File: config.mk
export PLATFORM = sky130hd
export DESIGN_NAME = ac701_clock_reset_seq
export DESIGN_NICKNAME = d
export VERILOG_FILES = /design/src/rtl/ac701_clock_reset_seq.sv
export SDC_FILE = /design/constraint.sdc
export NUM_CORES = 1
export LEC_CHECK = 0
export ABC_AREA = 1
export CORE_MARGIN = 4
export CORE_UTILIZATION = 30
export DETAILED_ROUTE_END_ITERATION = 8
export PLACE_DENSITY = 0.54
export REMOVE_ABC_BUFFERS = 1
export SLEW_MARGIN = 20
export SYNTH_ARGS = -nofsm -noshare
export SYNTH_HDL_FRONTEND = slang
export SYNTH_SLANG_ARGS = --single-unit
File: constraint.sdc
create_clock -name clk -period 2.5 [get_ports clk]
set_clock_uncertainty 0.05 [all_clocks]
set_input_delay 0.375 -clock clk [delete_from_list [all_inputs] [get_ports clk]]
set_output_delay 0.375 -clock clk [all_outputs]
set_load 0.02 [all_outputs]
File: src/rtl/ac701_clock_reset_seq.sv
// PLL reset/lock supervisor: pulses the PLL reset, waits for a stable lock and
// only then releases the downstream system reset. Loss of lock re-sequences.
module ac701_clock_reset_seq #(
  parameter int RST_PULSE_CYCLES = 16,
  parameter int LOCK_TIMEOUT     = 65535,
  parameter int STABLE_CYCLES    = 1024,
  parameter int CNT_WIDTH        = 16,
  parameter int RETRY_WIDTH      = 8
) (
  input  logic                   clk,
  input  logic                   glbl_rst,
  input  logic                   pll_lock,
  input  logic                   clear_status,
  output logic                   pll_rst,
  output logic                   sys_rst,
  output logic                   ready,
  output logic [RETRY_WIDTH-1:0] retry_count,
  output logic                   lock_lost
);

  typedef enum logic [1:0] {
    RESET_PLL,
    WAIT_LOCK,
    STABLE,
    RUN
  } state_t;

  localparam logic [CNT_WIDTH-1:0] RST_LAST     = CNT_WIDTH'(RST_PULSE_CYCLES - 1);
  localparam logic [CNT_WIDTH-1:0] TIMEOUT_LAST = CNT_WIDTH'(LOCK_TIMEOUT - 1);
  localparam logic [CNT_WIDTH-1:0] STABLE_LAST  = CNT_WIDTH'(STABLE_CYCLES - 1);

  state_t               state, state_next;
  logic [CNT_WIDTH-1:0] cnt, cnt_next;
  logic [1:0]           lock_sync;
  logic                 lock_s;
  logic                 retry_inc;
  logic                 lost_set;

  assign lock_s = lock_sync[1];

  // pll_lock comes from the PLL's own domain, so it is only seen through this pair
  always_ff @(posedge clk or posedge glbl_rst) begin
    if (glbl_rst) begin
      lock_sync <= 2'b00;
    end else begin
      lock_sync <= {lock_sync[0], pll_lock};
    end
  end

  always_comb begin
    state_next = state;
    cnt_next   = cnt;
    retry_inc  = 1'b0;
    lost_set   = 1'b0;
    case (state)
      RESET_PLL: begin
        if (cnt == RST_LAST) begin
          state_next = WAIT_LOCK;
          cnt_next   = '0;
        end else begin
          cnt_next = cnt + CNT_WIDTH'(1);
        end
      end
      WAIT_LOCK: begin
        if (lock_s) begin
          state_next = STABLE;
          cnt_next   = '0;
        end else if (cnt == TIMEOUT_LAST) begin
          state_next = RESET_PLL;
          cnt_next   = '0;
          retry_inc  = 1'b1;
        end else begin
          cnt_next = cnt + CNT_WIDTH'(1);
        end
      end
      STABLE: begin
        // A dropout here is treated as a glitch: back to waiting, no retry counted
        if (!lock_s) begin
          state_next = WAIT_LOCK;
          cnt_next   = '0;
        end else if (cnt == STABLE_LAST) begin
          state_next = RUN;
        end else begin
          cnt_next = cnt + CNT_WIDTH'(1);
        end
      end
      RUN: begin
        if (!lock_s) begin
          state_next = RESET_PLL;
          cnt_next   = '0;
          lost_set   = 1'b1;
        end
      end
      default: begin
        state_next = RESET_PLL;
        cnt_next   = '0;
      end
    endcase
  end

  // Outputs are decoded from the next state so they change on the same edge as the FSM
  always_ff @(posedge clk or posedge glbl_rst) begin
    if (glbl_rst) begin
      state   <= RESET_PLL;
      cnt     <= '0;
      pll_rst <= 1'b1;
      sys_rst <= 1'b1;
      ready   <= 1'b0;
    end else begin
      state   <= state_next;
      cnt     <= cnt_next;
      pll_rst <= (state_next == RESET_PLL);
      sys_rst <= (state_next != RUN);
      ready   <= (state_next == RUN);
    end
  end

  // clear_status wins over a same-edge increment or set
  always_ff @(posedge clk or posedge glbl_rst) begin
    if (glbl_rst) begin
      retry_count <= '0;
      lock_lost   <= 1'b0;
    end else if (clear_status) begin
      retry_count <= '0;
      lock_lost   <= 1'b0;
    end else begin
      if (retry_inc && (retry_count != '1)) begin
        retry_count <= retry_count + RETRY_WIDTH'(1);
      end
      if (lost_set) begin
        lock_lost <= 1'b1;
      end
    end
  end

endmodule

==> results.md, run 1 <==
* Worst Path Buf+Inv at 1
* H-tree depth at 2
* CP required at 2.08 ns
* Port Buf Inserts at 15
* Mean Syn Cell Area at 6.98 sq um
* DRC errors left at 0
* Worst setup EP type: output pin
* Relative slew slack at 68.4%
* Placed Area at 2340 sq um
* Layout cells sized above 1 at 9.69%
* Clock transition at the registers of the reported paths at 0.08 ns
* Upper clock frequency limit at 539 MHz
* WS Path Type: reg -> out
* Number of max-cap violations at 0
* Setup bufs post-CTS at 0
* Hpwl dp at 3.61 mm
* Via count at 1,872
* R2r worst-path depth at 9
* Worst EP arrival at 1.43 ns
* Initial cell density of the core at 30.9%
* Final count of pins violating max slew at 0
* RSZ-0062 raised after global routing: no
* Post-synth EDFFs at 0
* Largest net degree at the start of global routing at 33
* Worst Hold Class: reg -> reg
* Layout area overhead at 16.4%
* Synth cell types at 29
* Final hold violation count at 0
* Crit-path cells: clkdlybuf4s50_1
* CTS tree: built
* Layout Cells excl Fill at 416
* CP top delay family: buffers and inverters
* Die Height at 91.7 um
* Asr flop ratio synth at 100%
* End point of the critical path: sys_rst
* Global-route usage over all layers at 12.4%
* GP Congestion at 0.879
* Sink Count at 32
* Share of the synthesized area in the top cell type at 35.7%
* Yosys top cell by area: dfrtp_1
* Chip Width at 91.7 um
* Fin area at 2450 sq um
* Clock Path Buffers at 2
* # diodes at 0
* Power per cell area at 679 nW/um^2
* Mapped Area at 2100 sq um
* Leak at 0.00120 uW
* Final Setup Violations at 0
* Commonest non-fill, non-tap cell in the layout: nand2_1
* I/O Pins at 16
* Most frequent cells in the layout: 87 x nand2_1, 51 x nor2_1, 41 x inv_1
* Hold Path Cell Cnt at 0
* 1st-pass router iterations at 4
* Max incr delay on CP at 0.60 ns
* Yosys reg bits at 32
* Post-layout net count at 326
* Rows at 30
* Post_cts resized at 0
* Mean routed wirelength per cell at 11.6 um
* Fin crit period at 1.86 ns
* Final Cycle Share at 74.2%
* Sequential share of the synthesized area at 38.2%
* Critical path fanouts, max at 1
* Total CTS buffers at 5
* Vias in the first global route at 1,810
* R2R Setup Slk at 0.67 ns
* Reg2reg start: cnt[1]
* Yosys warns at 0
* Skew-Pair Late Insertion Delay at 0.29 ns
* Setup crit start: sys_rst
* Hold buffers post-CTS at 0
* Crit. path cell count at 1
* Synth Flop Type: dfrtp_1
* Maximum VDD drop at 0.000580 V
* Routed Wire Length at 4.82 mm
* Die area at 8410 sq um
* Worst slew pin tran at 0.473 ns
* Critical path startpoint category: flop
* Initial antenna violation count at 0
* Worst reg2reg path endpoint: cnt[11]
* Placed cell count at 408
* Initial DRC Count at 87
* DRT antenna net count at 0
* Setup TNS at 0 ns
* Worst path slowest cell: clkdlybuf4s50_1
* Status: finished clean
* Via density per instance at 4.50
* Core box area at 6790 sq um
* GR Overflow Total at 0
* Synth top area cells: dfrtp_1 36%, nand2_1 16%, nor2_1 9.1%
* Root Buffer: clkbuf_8
* First-pass GRT wire length at 8.43 mm
* Cell count after synthesis at 301
==> worst min path at each step <==
stage | from | to | slack (ns)
4_1_cts | lock_sync[0] | lock_sync[1] | 0.31
6_report | lock_sync[0] | lock_sync[1] | 0.31
2_1_floorplan | lock_sync[0] | lock_sync[1] | 0.28
3_3_place_gp | lock_sync[0] | lock_sync[1] | 0.29
5_1_grt | lock_sync[0] | lock_sync[1] | 0.32
3_5_place_dp | lock_sync[0] | lock_sync[1] | 0.29
==> power by group <==
group	internal, uW	leakage, uW	switching, uW	total [uW]
Sequential	585	0.000428	75.1	660
Combinational	154	0.000722	336	490
Clock	295	0.0000541	216	511
==> registers in the layout (all words and copies together) (netlist names) <==
signal / count
pll_rst: 1
ready: 1
state: 2
lock_sync: 2
cnt: 16
lock_lost: 1
sys_rst: 1
retry_count: 8
==> layer usage <==
metal  up-vias  track usage (%)  wire length (um)
met2        28             19.7              2250
met3         5             2.13               197
met1       855             17.1              2310
li1        984                -                 -
met5         -                0                 0
met4         0             4.21                57
==> synthesized netlist by cell type, types with 2 or more instances <==
cell      count
nand3_4       2
buf_6         3
inv_2         3
buf_2         2
nor2_4        2
nand3_1      22
nand4_1      18
nand2_1      87
nand3b_1      3
ha_1          3
dfstp_2       2
nand2_2       5
nor3_1        5
nor2_1       51
a21oi_1       3
inv_1        41
nor2_2        3
xor2_1        4
o21ai_0       3
dfrtp_1      30
==> area by class of cell <==
class,instances,area (sq um)
clock buffers,5,68.8
clock inverters,3,42.5
fillers,737,4350
inverters,44,165
multi-input cells,220,1090
flip-flops and latches,32,803
well taps,96,120
repair buffers,16,158
==> per-stage QoR <==
stage | total power [uW] | util, % | hold WS [ns] | setup slack, ns
4_1_cts | 1690 | 36.0 | 0.310 | 0.631
2_1_floorplan | 1020 | - | 0.281 | 0.840
3_5_place_dp | 1160 | 34.4 | 0.292 | 0.683
5_1_grt | 1790 | 36.0 | 0.324 | 0.466
6_report | 1660 | 36.0 | 0.306 | 0.645
3_3_place_gp | 1160 | 34.4 | 0.295 | 0.721
==> logic make-up after synthesis <==
logic type / after synthesis / synth area share [%]
buffers and inverters: 49 / 9.94
and+or+nand+nor: 203 / 45.5
AOI/OAI and AO/OA: 9 / 2.50
xor gates and xnor gates: 5 / 2.08
adders and majority gates: 3 / 1.79
DFF: 32 / 38.2
(Power assumes the default switching activity.)
==> inputs of run 2 (changes only) <==
Settings changed: PLACE_DENSITY 0.54 to 0.55.
Clock period 2.5 ns to 1.57 ns, I/O delays scaled along.
==> run 2 against run 1 <==
The flow now finishes with violations (setup timing). Non-clock buffer count grew 44. Global-route usage up 1.3 points. Total power increased by 80%. Sequential share of layout area shrank 6.1 points. Final area increased by 24%. Worst hold slack worse by 0.065 ns. Wire length rose by 12%. Utilization grew 8.5 points. Critical path depth rose by 9. Clock power is 40% higher.
==> results.md, run 2 (synthesis results as in run 1) <==
* Via count at 2,064 (+10%)
* Status: finished with violations
* RSZ-0062 raised after global routing: yes
* Critical path fanouts, max at 5 (+4)
* DRT antenna net count at 0 (unchanged)
* H-tree depth at 2 (unchanged)
* Number of max-cap violations at 0 (unchanged)
* Skew-Pair Late Insertion Delay at 0.29 ns (about the same)
* Final hold slack at 0.241 ns (-0.0645 ns)
* Worst Hold Class: in -> async
* Met3 GRT Util at 2.30% (+0.16 points)
* Sequential Power Share at 36.0% (-3.7 points)
* WS Path Type: reg -> reg
* Placed cell count at 447 (+9.6%)
* Layout cells sized above 1 at 30.8% (+21 points)
* Sink Count at 32 (unchanged)
* Final Setup Violations at 8 (+8)
* PnR worst setup slack at -0.0246 ns (-0.669 ns)
* Root Buffer: clkbuf_8
* Largest register FFs at 16 (unchanged)
* Core box area at 6790 sq um (unchanged)
* Worst Path Buf+Inv at 2 (+1)
* Sw Share at 38.3% (+0.59 points)
* CTS tree: built
* Port Buf Inserts at 15 (unchanged)
* GP Congestion at 0.910 (+3.5%)
* Die area at 8410 sq um (unchanged)
* Vias in the first global route at 1,954 (+8.0%)
* Grt met1 use at 19.7% (+2.6 points)
* Part of the power in combinational logic at 40.1% (+11 points)
* Worst EP arrival at 1.76 ns (+0.33 ns)
* Fin crit period at 1.59 ns
* Crit-path cells: buf_6 > ha_4 > nand3_4 > nor2_8 > nand3_4 > nand2_4 > inv_4 > nand2_4 > nand2_1 > nor2_1
* Relative slew slack at 80.8% (+12 points)
* Global-route usage over all layers at 13.7% (+1.3 points)
* Busiest grt layer: met2
* Maximum VDD drop at 0.000759 V (+31%)
* Chip Width at 91.7 um (unchanged)
* CP top delay family: simple AND/OR/NAND/NOR gates
* Power Internal at 1840 uW (+78%)
* Hold buffers post-CTS at 0 (unchanged)
* Layout area overhead at 43.9%
* Post-layout net count at 370 (+13%)
* Largest regs: cnt x16, retry_count x8
* Final count of pins violating max slew at 0 (unchanged)
* Violated checks: setup timing
* Final hold violation count at 0 (unchanged)
* Clk network pwr share at 23.9% (-6.9 points)
* Hpwl dp at 4.03 mm (+12%)
* Worst path slowest cell: dfrtp_1
* I/O Pins at 16 (unchanged)
* Final core utilization at 44.5% (+8.5 points)
* Upper clock frequency limit at 627 MHz
* Initial cell density of the core at 30.9% (unchanged)
* Routed Wire Length at 5.41 mm (+12%)
* NetSw at 1140 uW (+83%)
* Worst setup EP type: flop
* GR Overflow Total at 0 (unchanged)
* Power per cell area at 986 nW/um^2 (+45%)
* Layout Cells excl Fill at 460 (+11%)
* CP required at 1.73 ns (-0.35 ns)
* # diodes at 0 (unchanged)
* Leak at 0.00154 uW (+28%)
* First-pass GRT wire length at 9.36 mm (+11%)
* Initial DRC Count at 125 (+44%)
* Clock Path Buffers at 2 (unchanged)
* Commonest non-fill, non-tap cell in the layout: nand2_1
* Clock transition at the registers of the reported paths at 0.07 ns (about the same)
* Met2 GRT Util at 20.3% (+0.61 points)
* Initial antenna violation count at 0 (unchanged)
* Largest net degree at the start of global routing at 33 (unchanged)
* DRC errors left at 0 (unchanged)
* Most frequent cells in the layout: 78 x nand2_1, 41 x nor2_1, 39 x inv_1
* Worst slew pin tran at 0.286 ns (-0.187 ns)
* Setup WS pre-CTS at -0.0876 ns (-0.771 ns)
* Final Cycle Share at 102%
* Mean routed wirelength per cell at 11.8 um (+1.4%)
* 1st-pass router iterations at 5 (+1)
* Max incr delay on CP at 0.38 ns (-0.22 ns)
* Via density per instance at 4.49 (-0.29%)
* Die Height at 91.7 um (unchanged)
* Total CTS buffers at 5 (unchanged)
* Critical path startpoint category: flop
* Rows at 30 (unchanged)
* Biggest register: cnt
-- run 2: cell types whose count changed in the layout (fill, tap and decap cells not counted), moves of 5 or more --
cell | previous run | this run
buf_4 | 1 | 35
clkdlybuf4s50_1 | 15 | 5
nor2_1 | 51 | 41
dlygate4sd2_1 | 0 | 9
nand2_1 | 87 | 78
buf_6 | 0 | 7
nand2_2 | 5 | 12
nor2_4 | 2 | 8
nand3_1 | 22 | 17
-- run 2: repair_timing --
| action | 4_1_cts | 5_1_grt |
|---|---|---|
| cloned | 1 | 0 |
| buffers inserted | 3 | 1 |
| endpoints found under the setup margin | 34 | 27 |
| pin swaps | 16 | 22 |
| gates resized for setup | 39 | 34 |
-- run 2: layout make-up --
class | count | area [sq um]
fill | 687 | 3770
multi-input combinational | 220 | 1290
sequential | 32 | 808
timing repair buffer | 60 | 543
inverter | 44 | 168
tap | 96 | 120
clock buffer | 8 | 100
-- run 2: stage by stage --
step                setup TNS, ns  cell area, sq um  total power (uW)
detailed placement         -0.948              2670              2040
CTS                        -0.124              2890              2900
floorplan                  -0.515              2060              1630
finish                     -0.133              3030              2980
global route                -2.97              3030              3220
global placement           -0.402              2670              2010
-- run 2: worst paths after layout --
kind,cells past startpoint,startpoint,end,slack (ns)
setup / recovery,10,cnt[0],cnt[3],-0.02
hold / removal,3,glbl_rst,retry_count[6],0.24
setup reg to reg,10,cnt[0],cnt[3],-0.02
hold reg to reg,0,lock_sync[0],lock_sync[1],0.30
max in group asynchronous,3,glbl_rst,sys_rst,0.98
min in group clk,0,lock_sync[0],lock_sync[1],0.30
-- run 2: tightest hold or removal path: cells and delay by family --
family / cells / cell delay (ns)
buf+inv: 3 / 0.70
-- run 2: power groups by stage --
stage,registers [uW],logic [uW],clock network [uW]
4_1_cts,1060,1100,733
5_1_grt,1100,1360,768
2_1_floorplan,1060,575,0
3_3_place_gp,1060,950,0
6_report,1070,1200,714
3_5_place_dp,1070,970,0
-- run 2: layer usage --
| layer | wire [um] | part of all wire (%) | vias up |
|---|---|---|---|
| li1 | - | - | 1069 |
| met1 | 2620 | 48 | 959 |
| met2 | 2560 | 47 | 28 |
| met3 | 125 | 2.3 | 8 |
| met4 | 104 | 1.9 | 0 |
| met5 | 0 | 0 | - |
